**src/rtl/cpu_seq_ctrl.sv**
```systemverilog
// Multi-cycle sequencer/control unit for the 32-bit RISC datapath: decodes the
// opcode into the packed control vector and steps FETCH/DECODE/EXEC/MEM/WB.
module cpu_seq_ctrl #(
  parameter bit         MULTI_CYCLE_MDU = 1'b1,
  parameter int         CNT_W           = 32,
  parameter logic [4:0] OPCODE_HLT      = 5'd31
) (
  input  logic             clk,
  input  logic             rst,
  input  logic             start,
  input  logic             load_req,
  input  logic [4:0]       opcode,
  input  logic             imm,
  input  logic             alu_done,
  output logic [21:0]      cu_ctrl,
  output logic             ir_en,
  output logic             pc_en,
  output logic             regwr_en,
  output logic             dmem_rd,
  output logic             dmem_wr,
  output logic             alu_start,
  output logic             sram_sel,
  output logic             busy,
  output logic             halted,
  output logic             illegal_op,
  output logic [CNT_W-1:0] instr_cnt
);

  localparam int B_ST = 0,  B_LD = 1,  B_BEQ = 2,  B_BGT = 3,  B_RET = 4,  B_IMM = 5;
  localparam int B_WB = 6,  B_UBR = 7, B_CALL = 8, B_ADD = 9,  B_SUB = 10, B_CMP = 11;
  localparam int B_MUL = 12, B_DIV = 13, B_MOD = 14, B_LSL = 15, B_LSR = 16, B_ASR = 17;
  localparam int B_OR = 18, B_AND = 19, B_NOT = 20, B_MOV = 21;

  typedef enum logic [2:0] {
    S_IDLE, S_LOAD, S_FETCH, S_DECODE, S_EXEC, S_MEM, S_WB, S_HALT
  } state_t;

  // Bit 22 of the result flags a decodable opcode; bits 21:0 are the control vector.
  function automatic logic [22:0] decode_op(input logic [4:0] op, input logic imm_bit);
    logic [21:0] c;
    logic        legal;
    c     = 22'd0;
    legal = 1'b1;
    case (op)
      5'd0:  begin c[B_ADD] = 1'b1; c[B_WB] = 1'b1; c[B_IMM] = imm_bit; end
      5'd1:  begin c[B_SUB] = 1'b1; c[B_WB] = 1'b1; c[B_IMM] = imm_bit; end
      5'd2:  begin c[B_MUL] = 1'b1; c[B_WB] = 1'b1; c[B_IMM] = imm_bit; end
      5'd3:  begin c[B_DIV] = 1'b1; c[B_WB] = 1'b1; c[B_IMM] = imm_bit; end
      5'd4:  begin c[B_MOD] = 1'b1; c[B_WB] = 1'b1; c[B_IMM] = imm_bit; end
      5'd5:  begin c[B_CMP] = 1'b1; c[B_IMM] = imm_bit; end
      5'd6:  begin c[B_AND] = 1'b1; c[B_WB] = 1'b1; c[B_IMM] = imm_bit; end
      5'd7:  begin c[B_OR]  = 1'b1; c[B_WB] = 1'b1; c[B_IMM] = imm_bit; end
      5'd8:  begin c[B_NOT] = 1'b1; c[B_WB] = 1'b1; c[B_IMM] = imm_bit; end
      5'd9:  begin c[B_MOV] = 1'b1; c[B_WB] = 1'b1; c[B_IMM] = imm_bit; end
      5'd10: begin c[B_LSL] = 1'b1; c[B_WB] = 1'b1; c[B_IMM] = imm_bit; end
      5'd11: begin c[B_LSR] = 1'b1; c[B_WB] = 1'b1; c[B_IMM] = imm_bit; end
      5'd12: begin c[B_ASR] = 1'b1; c[B_WB] = 1'b1; c[B_IMM] = imm_bit; end
      5'd13: c = 22'd0;
      5'd14: begin c[B_LD] = 1'b1; c[B_ADD] = 1'b1; c[B_IMM] = 1'b1; c[B_WB] = 1'b1; end
      5'd15: begin c[B_ST] = 1'b1; c[B_ADD] = 1'b1; c[B_IMM] = 1'b1; end
      5'd16: c[B_BEQ] = 1'b1;
      5'd17: c[B_BGT] = 1'b1;
      5'd18: c[B_UBR] = 1'b1;
      5'd19: begin c[B_CALL] = 1'b1; c[B_UBR] = 1'b1; c[B_WB] = 1'b1; end
      5'd20: begin c[B_RET] = 1'b1; c[B_UBR] = 1'b1; end
      5'd31: c = 22'd0;
      default: legal = 1'b0;
    endcase
    return {legal, c};
  endfunction

  state_t             state_q, state_d;
  logic [21:0]        cu_ctrl_q, cu_ctrl_d;
  logic               illegal_q, illegal_d;
  logic [CNT_W-1:0]   instr_cnt_q, instr_cnt_d;
  logic               ir_en_q, pc_en_q, regwr_en_q, dmem_rd_q, dmem_wr_q, alu_start_q;
  logic               alu_start_d;
  logic               sram_sel_q, busy_q, halted_q;
  logic [22:0]        dec_s;
  logic               mdu_wait_s;

  assign dec_s      = decode_op(opcode, imm);
  assign mdu_wait_s = MULTI_CYCLE_MDU && (cu_ctrl_q[B_MUL] || cu_ctrl_q[B_DIV] || cu_ctrl_q[B_MOD]);

  // Next-state, control-vector latch, sticky illegal flag and retire counter.
  always_comb begin
    state_d     = state_q;
    cu_ctrl_d   = cu_ctrl_q;
    illegal_d   = illegal_q;
    instr_cnt_d = instr_cnt_q;
    alu_start_d = 1'b0;
    case (state_q)
      S_IDLE: begin
        if (load_req)   state_d = S_LOAD;
        else if (start) state_d = S_FETCH;
        else            state_d = S_IDLE;
      end
      S_LOAD: begin
        if (load_req) state_d = S_LOAD;
        else          state_d = S_IDLE;
      end
      S_FETCH: state_d = S_DECODE;
      S_DECODE: begin
        if (opcode == OPCODE_HLT) begin
          state_d = S_HALT;
        end else if (!dec_s[22]) begin
          state_d   = S_HALT;
          illegal_d = 1'b1;
        end else begin
          state_d     = S_EXEC;
          cu_ctrl_d   = dec_s[21:0];
          alu_start_d = MULTI_CYCLE_MDU && (dec_s[B_MUL] || dec_s[B_DIV] || dec_s[B_MOD]);
        end
      end
      S_EXEC: begin
        // alu_done in the same cycle as alu_start already ends the wait.
        if (mdu_wait_s && !alu_done)              state_d = S_EXEC;
        else if (cu_ctrl_q[B_LD] || cu_ctrl_q[B_ST]) state_d = S_MEM;
        else                                      state_d = S_WB;
      end
      S_MEM: state_d = S_WB;
      S_WB: begin
        instr_cnt_d = instr_cnt_q + CNT_W'(1);
        state_d     = S_FETCH;
      end
      S_HALT:  state_d = S_HALT;
      default: state_d = S_IDLE;
    endcase
  end

  // State, control vector and outputs; strobes are registered from the next state
  // so each one is high exactly while the sequencer sits in its owning state.
  always_ff @(posedge clk or posedge rst) begin
    if (rst) begin
      state_q     <= S_IDLE;
      cu_ctrl_q   <= 22'd0;
      illegal_q   <= 1'b0;
      instr_cnt_q <= '0;
      ir_en_q     <= 1'b0;
      pc_en_q     <= 1'b0;
      regwr_en_q  <= 1'b0;
      dmem_rd_q   <= 1'b0;
      dmem_wr_q   <= 1'b0;
      alu_start_q <= 1'b0;
      sram_sel_q  <= 1'b0;
      busy_q      <= 1'b0;
      halted_q    <= 1'b0;
    end else begin
      state_q     <= state_d;
      cu_ctrl_q   <= cu_ctrl_d;
      illegal_q   <= illegal_d;
      instr_cnt_q <= instr_cnt_d;
      ir_en_q     <= (state_d == S_FETCH);
      pc_en_q     <= (state_d == S_WB);
      regwr_en_q  <= (state_d == S_WB) && cu_ctrl_d[B_WB];
      dmem_rd_q   <= (state_d == S_MEM) && cu_ctrl_d[B_LD];
      dmem_wr_q   <= (state_d == S_MEM) && cu_ctrl_d[B_ST];
      alu_start_q <= alu_start_d;
      sram_sel_q  <= (state_d == S_LOAD);
      busy_q      <= (state_d != S_IDLE) && (state_d != S_HALT);
      halted_q    <= (state_d == S_HALT);
    end
  end

  assign cu_ctrl    = cu_ctrl_q;
  assign ir_en      = ir_en_q;
  assign pc_en      = pc_en_q;
  assign regwr_en   = regwr_en_q;
  assign dmem_rd    = dmem_rd_q;
  assign dmem_wr    = dmem_wr_q;
  assign alu_start  = alu_start_q;
  assign sram_sel   = sram_sel_q;
  assign busy       = busy_q;
  assign halted     = halted_q;
  assign illegal_op = illegal_q;
  assign instr_cnt  = instr_cnt_q;

endmodule

```
**config.mk**
```make
export PLATFORM = sky130hd
export DESIGN_NAME = cpu_seq_ctrl
export DESIGN_NICKNAME = d
export VERILOG_FILES = /design/src/rtl/cpu_seq_ctrl.sv
export SDC_FILE = /design/constraint.sdc
export NUM_CORES = 1
export LEC_CHECK = 0
export ABC_CLOCK_PERIOD_IN_PS = 3100
export CORE_MARGIN = 1
export CORE_UTILIZATION = 35
export CTS_BUF_LIST = sky130_fd_sc_hd__clkbuf_4 sky130_fd_sc_hd__clkbuf_8 sky130_fd_sc_hd__clkbuf_16
export DETAILED_ROUTE_END_ITERATION = 8
export PLACE_DENSITY = 0.71
export SKIP_LAST_GASP = 1
export SLEW_MARGIN = 20
export SYNTH_ARGS = -nofsm -noshare
export SYNTH_HDL_FRONTEND = slang
export SYNTH_SLANG_ARGS = --single-unit
```
**constraint.sdc**
```tcl
create_clock -name clk -period 3.1 [get_ports clk]
set_clock_uncertainty 0.1 [all_clocks]
set_input_delay 0.62 -clock clk [delete_from_list [all_inputs] [get_ports clk]]
set_output_delay 0.62 -clock clk [all_outputs]
set_load 0.01 [all_outputs]
```
Yosys cells after proc, flatten, opt, wreduce, memory -nomap -nowiden
Index checks and enable logic that the tools add are counted.
{ "word_totals": {"register_bits": 67, "input_bits": 11, "out_inout_bits": 64, "wordCells": 110} }
{ "op_classes": {"addsub": 1, "n_eq_ne": 34, "n_mux": 37, "bitwise_logic": 2, "n_reduce_logical": 22} }
{ "ops": {"columns": ["cell", "count"], "rows": [
  ["5-bit by 4-bit equality test with 1-bit output (second input constant)", 8],
  ["32-bit by 1-bit adder with 32-bit output (second input constant)", 1],
  ["5-bit equality test (second input constant)", 6],
  ["1-bit two-way mux", 26],
  ["3-bit one-hot mux with 8 select lines", 1],
  ["22-bit OR reduction", 1],
  ["3-bit equality test (second input constant)", 7],
  ["7-bit two-way mux", 3],
  ["5-bit by 3-bit equality test with 1-bit output (second input constant)", 4],
  ["14-bit OR reduction", 1],
  ["13-bit OR reduction", 1],
  ["2-bit two-way mux", 6],
  ["5-bit by 2-bit equality test with 1-bit output (second input constant)", 2],
  ["3-bit by 2-bit equality test with 1-bit output (second input constant)", 3],
  ["3-bit by 1-bit equality test with 1-bit output (second input constant)", 2],
  ["3-bit AND reduction", 2],
  ["3-bit OR reduction", 2],
  ["5-bit by 1-bit equality test with 1-bit output (second input constant)", 1],
  ["1-bit logical AND", 5],
  ["5-bit logical NOT", 1],
  ["1-bit logical OR", 5],
  ["3-bit logical NOT", 1],
  ["3-bit inequality test (second input constant)", 1],
  ["3-bit nonzero test", 1],
  ["other kinds (4)", 5]
]} }

Logic depth before layout (Yosys ltp)
{ "depth": {"word_depth": 8, "ltp_mapped": 7, "depth_no_buf": 4} }

Worst setup path before layout
No wires, ideal clock.
{ "synth_timing": {"path_type": "input to register", "startpoint": "input port opcode[0]", "endpoint": "register cu_ctrl_q[4], in the netlist cu_ctrl[4]", "setup_ps": 110, "arrival_time_ps": 1631, "t_required_ps": 2890, "setup_slack_ps": 1259, "stages": 7, "path_buffers": 3, "cell_sequence": "buf_6 -> o21a_1 -> o21ai_2 -> nand2b_1 -> buf_6 -> buf_6 -> o41ai_1"} }
{ "synth_between": {"elab_chain_cells": 4, "word_cells_on_any_way": 27, "classes_between": "eq/ne: 21; mux: 2; bitwise: 1; reduce/logical: 3"} }
{ "synth_lines": {"columns": ["item", "line", "rtl"], "rows": [
  ["start: declaration", "12", "input logic [4:0] opcode,"],
  ["5-bit equality test (tied with other cells)", "44, 104", null],
  ["22-bit OR reduction (no line)", null, null],
  ["1-bit two-way mux", "44", "case (op)"],
  ["3-bit AND reduction (no line)", null, null],
  ["end signal: assignment", "150", "cu_ctrl_q <= cu_ctrl_d;"],
  ["end: declaration", "73", "logic [21:0] cu_ctrl_q, cu_ctrl_d;"]
]} }
Parallel ways exist; a longest one is shown, timed or not.
A chain may end at the register's enable or synchronous reset.

Worst setup path in the final report
{ "layout_timing": {"startpoint": "input port opcode[1]", "endpoint": "register cu_ctrl_q[20], in the netlist cu_ctrl[20]"} }
The elaborated chain is that of the path after synthesis.

==> metrics.md <==
| Metric | Value |
|---|---|
| Max-slew violations | `0` |
| Worst Setup End Kind | `register` |
| Path type of the worst setup path | `input pin to register` |
| Residual DRC | `0` |
| Worst Hold Path EP | `instr_cnt[31]` |
| Vias in the first global route | `2416` |
| Root Buffer | `clkbuf_8` |
| Maximum fanout along the worst path | `24` |
| Hold_sp | `instr_cnt[31]` |
| Final #Nets | `around 360` |
| Area taken by multi-input logic gates | `between 1000 and 1500 um^2` |
| Chip height | `95.5 um` |
| Sequential share of the synthesized area | `54.9%` |
| Fillers | `769` |
| TritonCTS clock tree | `built` |
| Core area | `approximately 8300 um^2` |
| H-tree depth | `3` |
| Clk_lat worst skew | `340 ps` |
| Pwr dens | `640 nW/um^2` |
| Reg2reg path depth | `4` |
| Vias per cell | `5.34` |
| Total negative slack | `0 ps` |
| Area growth, synth to finish | `32.8%` |
| Post-CTS Repair Setup Buffers | `0` |
| Worst Slack Setup Final | `874 ps` |
| Width of the die | `95.5 um` |
| DRT Wirelength | `7.07 mm` |
| Iter 0 DRT Violations | `around 150` |
| Number of port buffers | `between 70 and 80` |
| Die Area | `9110 um^2` |
| Detail Route Antenna Nets | `0` |
| Critical path arrival | `around 2400 ps` |
| Startpoint Class | `input pin` |
| Hold Worst Slack | `372 ps` |
| Final Cycle Share | `71.8%` |
| Initial Utilization | `between 30% and 40%` |
| Hold buffers post-CTS | `0` |
| CTS max path bufs | `2` |
| Internal reg-to-reg setup slack | `1160 ps` |
| Hold Fails Final Rpt | `0` |
| R2R Path End | `instr_cnt[22]` |
| Mapped Nets | `between 200 and 300` |
| CTS Sinks | `67` |
| RSZ-0062 raised after global routing | `no` |
| Hold path depth | `1` |
| Setup-failing EPs final | `0` |
| WL/cell | `15.4 um` |
| FF-to-FF Start | `state_q[1]` |
| Max cap viols | `0` |
| Total gr overflow | `0` |
| Ant diodes | `0` |
| Post-Syn Area | `3060 um^2` |
| Total power | `2.60 mW` |
| Worst vdd ir | `roughly 0.37 mV` |
| Pre-CTS WS | `approximately 540 ps` |
| DRT Pass-1 Iters | `4` |
| Share of layout cells above drive strength 1 | `8.73%` |
| Worst slew margin | `57.2%` |
| CTS Buf Count | `9` |
| Status | `completed` |
| Initial antenna violation count | `0` |
| Cell Rows | `33` |
| CTS resizes | `0` |
| Sequential cell area | `1680 um^2` |
| Worst endpoint required time | `around 3200 ps` |
| Highest Clock Rate | `0.449 GHz` |
| Count of different cell masters after synthesis | `40` |
| Fin crit period | `2230 ps` |
| Flops & latches, synth | `67` |
| IO Pins | `75` |
| Reg clk slew, reported paths | `80 ps` |
| Gp weighted congestion | `0.890` |
| GRT Resource Usage Total | `around 17%` |
| Syn Inst Count | `roughly 280` |
| Via count | `2456` |
| Pin count of the biggest net entering global routing | `30` |
| HP Class | `register to register` |
| Yosys warnings | `0` |
| Mean Syn Cell Area | `11.0 um^2` |
| Leakage power | `approximately 1.7 nW` |
| First-pass GRT wire length | `11.7 mm` |
| Detailed Place HPWL | `5.03 mm` |
| Largest register FFs | `32` |
| Worst slew pin tran | `638 ps` |
## stage by stage
stage | utilization [%] | instance area, um^2 | instances
global placement | 46.2 | 3860 | 444
detailed placement | 46.2 | 3860 | 444
global route | 48.7 | 4060 | 460
finish | 48.7 | 4060 | 460
CTS | 48.7 | 4060 | 460
floorplan | - | 3060 | 277
## kinds of logic after synthesis
family                     synth area share, %
and+or+nand+nor                           18.1
DFF                                       54.9
AOI/OAI and AO/OA                         12.1
xor gates and xnor gates                  8.88
buffers and inverters                     4.58
muxes                                     1.06
adders and majority gates                0.409
## critical path, cell delays in order
cell and delay, ps:
clkdlybuf4s50_1 600, o21a_1 290, o21ai_2 160, nand2b_1 100
buf_4 220, o41ai_1 360
## report_power, final
part           switching (mW)  leakage, nW  total (mW)  internal [mW]
sequential              0.137        0.902        1.15           1.01
combinational           0.359        0.733       0.719          0.360
clock                   0.338        0.102       0.731          0.393
total                   0.835         1.74        2.60           1.76
## layout by cell type (no fill, tap or decap), types with 3 or more instances in the layout
master / Yosys / final
o21ai_0: 21 / 21
a21oi_1: 6 / 6
o31ai_1: 7 / 7
xnor2_1: 28 / 28
clkdlybuf4s50_1: 0 / 74
and2_1: 3 / 3
a21o_1: 3 / 3
and3_1: 8 / 8
and4_1: 4 / 4
nand2_1: 17 / 17
buf_4: 2 / 5
nand4_1: 14 / 14
nor2_1: 8 / 8
xor2_1: 3 / 3
clkbuf_8: 0 / 10
o41ai_1: 9 / 9
dfrtp_1: 67 / 67
inv_1: 8 / 7
nand3_1: 19 / 19
nor3_1: 8 / 8
## Yosys cell counts, drive strengths merged
library cell	instances	area (um^2)
nor2	9	36.3
or2	2	12.5
a31oi	2	12.5
nand4	15	109
nand2b	2	12.5
nor3	8	40.0
nand2	17	63.8
mux2	2	22.5
buf	8	76.3
a21o	3	22.5
a21oi	6	30.0
mux2i	1	10.0
and4	4	35.0
and4b	1	10.0
ha	1	12.5
o21a	2	15.0
o311ai	1	8.76
nand3b	1	7.51
xor2	3	26.3
nand3	19	95.1
dfrtp	67	1680
o41ai	9	78.8
o31ai	7	52.6
nand4b	1	8.76
inv	8	30.0
a22o	2	17.5
o21ai	22	114
a22oi	1	7.51
o311a	1	10.0
and2	3	18.8
nor4	4	55.1
clkbuf	9	33.8
and3	8	50.1
xnor2	28	245
## worst max path at each step
stage,start,endpoint
6_report,opcode[1],cu_ctrl[20]
5_1_grt,opcode[2],cu_ctrl[4]
4_1_cts,opcode[1],cu_ctrl[20]
3_5_place_dp,opcode[1],cu_ctrl[18]
3_3_place_gp,opcode[1],cu_ctrl[16]
2_1_floorplan,rst,alu_start
## layout make-up
class                      instances  area share [%]
timing repair buffer              79            19.2
multi-input combinational        185            30.5
inverter                           8           0.740
tap                              105            3.24
clock buffer                      10            3.39
clock inverter                     6            1.60
sequential                        67            41.3
## per-layer routing
layer	up-vias	track usage [%]	share of wire, %
met5	-	0	0
met1	1193	21.0	44
met2	100	26.8	47
met4	0	5.10	0.88
met3	6	5.82	7.7
li1	1157	-	-
(Power assumes the default switching activity.)
